===== src/rtl/cpu_pkg.sv =====
// Shared control-path types for the RV32I pipeline control slice.
package cpu_pkg;

  localparam int unsigned REG_W    = 5;
  localparam int unsigned ALU_OP_W = 3;

  // Next-PC source chosen by the decoder
  typedef enum logic [1:0] {
    PC4    = 2'b00,
    BRANCH = 2'b01,
    JAL    = 2'b10,
    JALR   = 2'b11
  } next_pc_sel_e;

  // EX operand source
  typedef enum logic [1:0] {
    FWD_RF  = 2'b00,
    FWD_MEM = 2'b01,
    FWD_WB  = 2'b10
  } forward_sel_e;

  // Control word carried through ID/EX, EX/MEM and MEM/WB
  typedef struct packed {
    logic                valid;
    logic                write;
    logic                store;
    logic                load;
    logic                branch;
    logic [1:0]          a_sel;
    logic                b_sel;
    logic [ALU_OP_W-1:0] alu_op;
    next_pc_sel_e        next_pc_sel;
    logic [REG_W-1:0]    rs1;
    logic [REG_W-1:0]    rs2;
    logic [REG_W-1:0]    rd;
  } ctrl_word_t;

  localparam ctrl_word_t BUBBLE = '0;

endpackage


===== src/rtl/hazard_unit.sv =====
// Combinational hazard logic: load-use stall, EX redirect and operand forwarding.
module hazard_unit
  import cpu_pkg::*;
(
  input  logic             ex_valid,
  input  logic             ex_load,
  input  logic             ex_branch,
  input  next_pc_sel_e     ex_next_pc_sel,
  input  logic [REG_W-1:0] ex_rs1,
  input  logic [REG_W-1:0] ex_rs2,
  input  logic [REG_W-1:0] ex_rd,
  input  logic             mem_valid,
  input  logic             mem_write,
  input  logic             mem_load,
  input  logic [REG_W-1:0] mem_rd,
  input  logic             wb_valid,
  input  logic             wb_write,
  input  logic [REG_W-1:0] wb_rd,
  input  logic             id_valid,
  input  logic [REG_W-1:0] id_rs1,
  input  logic [REG_W-1:0] id_rs2,
  input  logic             branch_taken,
  output logic             stall_c,
  output logic             redirect_c,
  output forward_sel_e     forward_a_c,
  output forward_sel_e     forward_b_c
);

  logic mem_fwd_ok;
  logic wb_fwd_ok;
  logic load_use;
  logic jump;

  // Forwarding source for one EX operand; MEM beats WB, loads never leave MEM early
  function automatic forward_sel_e pick(input logic [REG_W-1:0] rs);
    forward_sel_e sel;
    sel = FWD_RF;
    if (mem_fwd_ok && (mem_rd == rs)) begin
      sel = FWD_MEM;
    end else if (wb_fwd_ok && (wb_rd == rs)) begin
      sel = FWD_WB;
    end
    return sel;
  endfunction

  // Redirect, load-use stall and forwarding selects
  always_comb begin
    jump        = (ex_next_pc_sel == JAL) || (ex_next_pc_sel == JALR);
    redirect_c  = ex_valid & ((ex_branch & branch_taken) | jump);
    load_use    = ex_valid & ex_load & (ex_rd != '0) & id_valid &
                  ((ex_rd == id_rs1) | (ex_rd == id_rs2));
    stall_c     = load_use & ~redirect_c;
    mem_fwd_ok  = mem_valid & mem_write & ~mem_load & (mem_rd != '0);
    wb_fwd_ok   = wb_valid & wb_write & (wb_rd != '0);
    forward_a_c = pick(ex_rs1);
    forward_b_c = pick(ex_rs2);
  end

endmodule


===== src/rtl/control_pipeline.sv =====
// Control-word pipeline ID/EX -> EX/MEM -> MEM/WB with hazard handling.
module control_pipeline
  import cpu_pkg::*;
#(
  parameter int unsigned REG_ADDR_WIDTH = REG_W,
  parameter int unsigned ALU_OP_WIDTH   = ALU_OP_W
) (
  input  logic                      clk,
  input  logic                      rst_n,
  input  logic                      id_valid_i,
  input  logic                      id_write_i,
  input  logic                      id_store_i,
  input  logic                      id_load_i,
  input  logic                      id_branch_i,
  input  logic [1:0]                id_alu_operand_a_selector_i,
  input  logic                      id_alu_operand_b_selector_i,
  input  logic [1:0]                id_next_pc_selector_i,
  input  logic [ALU_OP_WIDTH-1:0]   id_alu_operations_selector_i,
  input  logic [REG_ADDR_WIDTH-1:0] id_rs1_i,
  input  logic [REG_ADDR_WIDTH-1:0] id_rs2_i,
  input  logic [REG_ADDR_WIDTH-1:0] id_rd_i,
  input  logic                      branch_taken_i,
  output logic                      stall_o,
  output logic                      flush_o,
  output logic                      redirect_o,
  output logic                      ex_valid_o,
  output logic [1:0]                ex_alu_operand_a_selector_o,
  output logic                      ex_alu_operand_b_selector_o,
  output logic [ALU_OP_WIDTH-1:0]   ex_alu_operations_selector_o,
  output logic [1:0]                ex_next_pc_selector_o,
  output logic [1:0]                forward_a_o,
  output logic [1:0]                forward_b_o,
  output logic                      mem_valid_o,
  output logic                      mem_store_o,
  output logic                      mem_load_o,
  output logic                      wb_valid_o,
  output logic                      wb_write_o,
  output logic                      wb_load_o,
  output logic [REG_ADDR_WIDTH-1:0] wb_rd_o
);

  ctrl_word_t   id_word;
  ctrl_word_t   ex_d;
  ctrl_word_t   ex_q;
  ctrl_word_t   mem_q;
  ctrl_word_t   wb_q;
  logic         stall;
  logic         redirect;
  forward_sel_e fwd_a;
  forward_sel_e fwd_b;
  logic         unused_wb;

  // Pack decoder outputs into a control word; bubble it on stall or redirect
  always_comb begin
    id_word             = BUBBLE;
    id_word.valid       = id_valid_i;
    id_word.write       = id_write_i;
    id_word.store       = id_store_i;
    id_word.load        = id_load_i;
    id_word.branch      = id_branch_i;
    id_word.a_sel       = id_alu_operand_a_selector_i;
    id_word.b_sel       = id_alu_operand_b_selector_i;
    id_word.alu_op      = ALU_OP_W'(id_alu_operations_selector_i);
    id_word.next_pc_sel = next_pc_sel_e'(id_next_pc_selector_i);
    id_word.rs1         = REG_W'(id_rs1_i);
    id_word.rs2         = REG_W'(id_rs2_i);
    id_word.rd          = REG_W'(id_rd_i);
    ex_d                = (stall || redirect) ? BUBBLE : id_word;
  end

  // Stage registers advance every cycle; reset discards everything in flight
  always_ff @(posedge clk or negedge rst_n) begin
    if (!rst_n) begin
      ex_q  <= BUBBLE;
      mem_q <= BUBBLE;
      wb_q  <= BUBBLE;
    end else begin
      ex_q  <= ex_d;
      mem_q <= ex_q;
      wb_q  <= mem_q;
    end
  end

  hazard_unit u_hazard (
    .ex_valid       (ex_q.valid),
    .ex_load        (ex_q.load),
    .ex_branch      (ex_q.branch),
    .ex_next_pc_sel (ex_q.next_pc_sel),
    .ex_rs1         (ex_q.rs1),
    .ex_rs2         (ex_q.rs2),
    .ex_rd          (ex_q.rd),
    .mem_valid      (mem_q.valid),
    .mem_write      (mem_q.write),
    .mem_load       (mem_q.load),
    .mem_rd         (mem_q.rd),
    .wb_valid       (wb_q.valid),
    .wb_write       (wb_q.write),
    .wb_rd          (wb_q.rd),
    .id_valid       (id_valid_i),
    .id_rs1         (REG_W'(id_rs1_i)),
    .id_rs2         (REG_W'(id_rs2_i)),
    .branch_taken   (branch_taken_i),
    .stall_c        (stall),
    .redirect_c     (redirect),
    .forward_a_c    (fwd_a),
    .forward_b_c    (fwd_b)
  );

  // Hazard outputs
  assign stall_o     = stall;
  assign redirect_o  = redirect;
  assign flush_o     = redirect;
  assign forward_a_o = 2'(fwd_a);
  assign forward_b_o = 2'(fwd_b);

  // Stage controls, each qualified by its stage valid
  assign ex_valid_o                   = ex_q.valid;
  assign ex_alu_operand_a_selector_o  = ex_q.a_sel & {2{ex_q.valid}};
  assign ex_alu_operand_b_selector_o  = ex_q.b_sel & ex_q.valid;
  assign ex_alu_operations_selector_o = ALU_OP_WIDTH'(ex_q.alu_op & {ALU_OP_W{ex_q.valid}});
  assign ex_next_pc_selector_o        = 2'(ex_q.next_pc_sel) & {2{ex_q.valid}};
  assign mem_valid_o                  = mem_q.valid;
  assign mem_store_o                  = mem_q.store & mem_q.valid;
  assign mem_load_o                   = mem_q.load & mem_q.valid;
  assign wb_valid_o                   = wb_q.valid;
  assign wb_write_o                   = wb_q.write & wb_q.valid & (wb_q.rd != '0);
  assign wb_load_o                    = wb_q.load & wb_q.valid;
  assign wb_rd_o                      = REG_ADDR_WIDTH'(wb_q.rd & {REG_W{wb_q.valid}});

  // Fields that have no consumer past writeback
  assign unused_wb = ^{wb_q.store, wb_q.branch, wb_q.a_sel, wb_q.b_sel,
                       wb_q.alu_op, wb_q.next_pc_sel, wb_q.rs1, wb_q.rs2};

endmodule


===== config.mk =====
export PLATFORM = sky130hd
export DESIGN_NAME = control_pipeline
export DESIGN_NICKNAME = d
export VERILOG_FILES = /design/src/rtl/cpu_pkg.sv /design/src/rtl/hazard_unit.sv /design/src/rtl/control_pipeline.sv
export SDC_FILE = /design/constraint.sdc
export NUM_CORES = 1
export LEC_CHECK = 0
export ABC_CLOCK_PERIOD_IN_PS = 2800
export CAP_MARGIN = 0
export CORE_ASPECT_RATIO = 1.75
export CORE_MARGIN = 10
export CORE_UTILIZATION = 46
export CTS_CLUSTER_DIAMETER = 120
export DETAILED_ROUTE_END_ITERATION = 16
export PLACE_DENSITY = 0.85
export SYNTH_ARGS = -nofsm -noshare
export SYNTH_HDL_FRONTEND = slang
export SYNTH_SLANG_ARGS = --single-unit

===== constraint.sdc =====
create_clock -name clk -period 2.8 [get_ports clk]
set_clock_uncertainty 0.2 [all_clocks]
set_input_delay 0.56 -clock clk [delete_from_list [all_inputs] [get_ports clk]]
set_output_delay 0.56 -clock clk [all_outputs]
set_load 0.1 [all_outputs]

==> reports/results.txt <==
Peak VDD IR = 0.524 mV
First-pass GRT wire length = 8.09 mm
Worst Path Required = 2040 ps
Port Buffers = 57
Worst hold slack = 18.5 ps
Vias in the first global route = 1724
Cts bufs inserted = 5
CTS tree = yes
Antenna violations before repair = 0
Synth Net Count = 215
First-pass DRT Iterations = 4
# IOs = 58
Placed Area = 2670 um2
Crit path DAT = 2000 ps
Count leader, synth = dfrtp_1
Detailed Route WL = 4.71 mm
Share of cells above drive strength 1 = 23.8%
Syn avg cell area = 10.6 um2
Sw Pwr = 580 uW
RSZ-0062 raised after global routing = yes
Pin count of the biggest net entering global routing = 29
Final Wtd Congestion = 0.814
Yosys top cell area share = 57.9%
Pins Over Slew Limit = 0
Register area share after synthesis = 57.9%
TritonCTS Sinks = 45
Final #Nets = 278
Rel. slew slack = 66.5%
Leak pwr = 0.00126 uW
Sequential Power Share = 43.7%
Distinct cells, synth = 23
Clk_lat worst skew = 290 ps
Die height = 106 um
Most frequent cells after synthesis = dfrtp_1, nand2_1, a21oi_1
Routed via count = 1509
Cell Rows = 31
Yosys warnings = 0
Clock slew seen by the registers of the worst setup and hold paths = 80 ps
Post-DRT Antenna Nets = 0
Synthesized area = 1950 um2
Crit. Startpoint = mem_q[3]$_DFF_PN0_
Power Total = 1740 uW
Die width = 69.2 um
Hpwl dp = 3.63 mm
Post-synth EDFFs = 0
Clk root buf = clkbuf_8
Worst Hold Class = in -> async
Largest cells by area after synthesis = dfrtp_1, xnor2_1, a21oi_1
Diode count = 0
Routed wire length per instance = 15.9 um
Critical R2R Launch = ex_q[4]$_DFF_PN0_
Final instance count without filler cells = 297
Worst slew pin tran = 502 ps
Post-CTS Hold Fix Bufs = 0
Setup CP Type = reg -> out
Final worst-path cycle share = 98.5%
H-tree Lvls = 2
Switching Share = 33.3%
Final Hold Fails = 0
Area delta synth->final = 45.4%
Clock Path Buffers = 2
DP Cell Count = 284
Starting density of the core = 47.3%
DIE AREA = 7330 um2
GRT Residual Overflow = 0
Int Pwr = 1160 uW
Seq. cell area = 1130 um2
Max Cap Violations = 0
Comb pwr share = 27.4%
Fin crit period = 2760 ps
Post-synth ARST share = 100%
Final setup fails = 0
Pwr Density = 614 nW/um2
Worst setup EP type = primary output
Vias/cell = 5.08
Area of the multi-input gates = 847 um2
F_max = 363 MHz
Seq cells post-synth = 45
Clk pwr share = 28.9%
Fillers = 327
Startpoint Class = flip-flop
Crit-path max FO = 2
DR iter-0 viols = 27
DRC Markers = 0
Final Cell Area = 2830 um2
Core box area = 4110 um2
Area leader, netlist = dfrtp_1
Primary FF master, synth = dfrtp_1
Total track usage = 13.3%
Status = completed
Mapped Cells = 184
==> layer usage <==
layer	track usage [%]	routed length (um)	vias up
met4	6.94	114	0
met1	12.4	1650	728
met5	0	0	-
met2	25.3	2690	42
li1	-	-	731
met3	3.45	254	8
==> area by class of cell <==
cell class / count / share of cell area (%)
clock buffers: 6 / 2.92
clock inverters: 2 / 1.33
inverters: 2 / 0.398
multi-input cells: 127 / 29.9
flip-flops and latches: 45 / 40.0
well taps: 49 / 2.17
repair buffers: 66 / 23.2
==> logic make-up (layout without fill, tap and decap cells) <==
| family | count (synthesis) | in the layout | synth area share (%) |
|---|---|---|---|
| AND/OR/NAND/NOR | 64 | 64 | 16.6 |
| flip-flops | 45 | 45 | 57.9 |
| AO/OA/AOI/OAI | 33 | 33 | 9.45 |
| XOR/XNOR | 30 | 30 | 13.5 |
| buffers and inverters | 12 | 76 | 2.57 |
==> cells in the final DEF, fill, tap and decap left out, drive strengths merged <==
cell	count
dfrtp	45
buf	37
nand2	31
clkdlybuf4s50	29
a21oi	29
xnor2	21
and2	16
xor2	9
clkbuf	6
nand3	5
nor4	3
clkinvlp	2
nor3	2
nand4	2
nor2	2
a21o	1
o22ai	1
and3	1
or3	1
o311a	1
or4	1
inv	1
o2111ai	1
bufinv	1
==> through the flow <==
| step | util [%] | TNS, ps | setup WS, ps |
|---|---|---|---|
| floorplan | - | -882 | -539 |
| global placement | 64.9 | 0 | 171 |
| detailed placement | 64.9 | 0 | 118 |
| CTS | 68.7 | -4.21 | -4.21 |
| global route | 68.8 | -23.4 | -13.4 |
| finish | 68.8 | 0 | 42.4 |
==> path summary, 6_finish.rpt <==
kind / endpoint / slack, ps / depth (start not counted)
max: forward_b_o[1] / 40 / 5
min: ex_q[19]$_DFF_PN0_ / 20 / 1
max reg2reg: ex_q[15]$_DFF_PN0_ / 1060 / 5
min reg2reg: mem_q[25]$_DFF_PN0_ / 150 / 0
max in group asynchronous: mem_q[4]$_DFF_PN0_ / 1710 / 2
min in group clk: mem_q[25]$_DFF_PN0_ / 150 / 0
==> power by group through the flow <==
stage               Combinational (uW)  Clock [uW]  Sequential, uW
finish                             477         503             759
global route                       507         544             768
CTS                                480         517             760
detailed placement                 467           0             776
global placement                   460           0             773
floorplan                          304           0             789
==> critical path: stages (launching register included) <==
cell,delay [ps]
dfrtp_1,400
or4_4,530
o2111ai_4,260
nor4_4,90
nor4_4,200
buf_12,220
==> repair_timing <==
action / in CTS / in global routing
buffers inserted: 5 / 0
gates resized for setup: 0 / 1
gates cloned: 0 / 0
endpoints found under the setup margin: 1 / 2
pin swaps: 3 / 4
==> state kept, by name, indices dropped and copies added, names as in the netlist <==
register,flops
ex_q,27
mem_q,8
wb_q,7
ex_valid_o,1
mem_valid_o,1
wb_valid_o,1
Note: power is estimated with default switching activity, not from simulation.
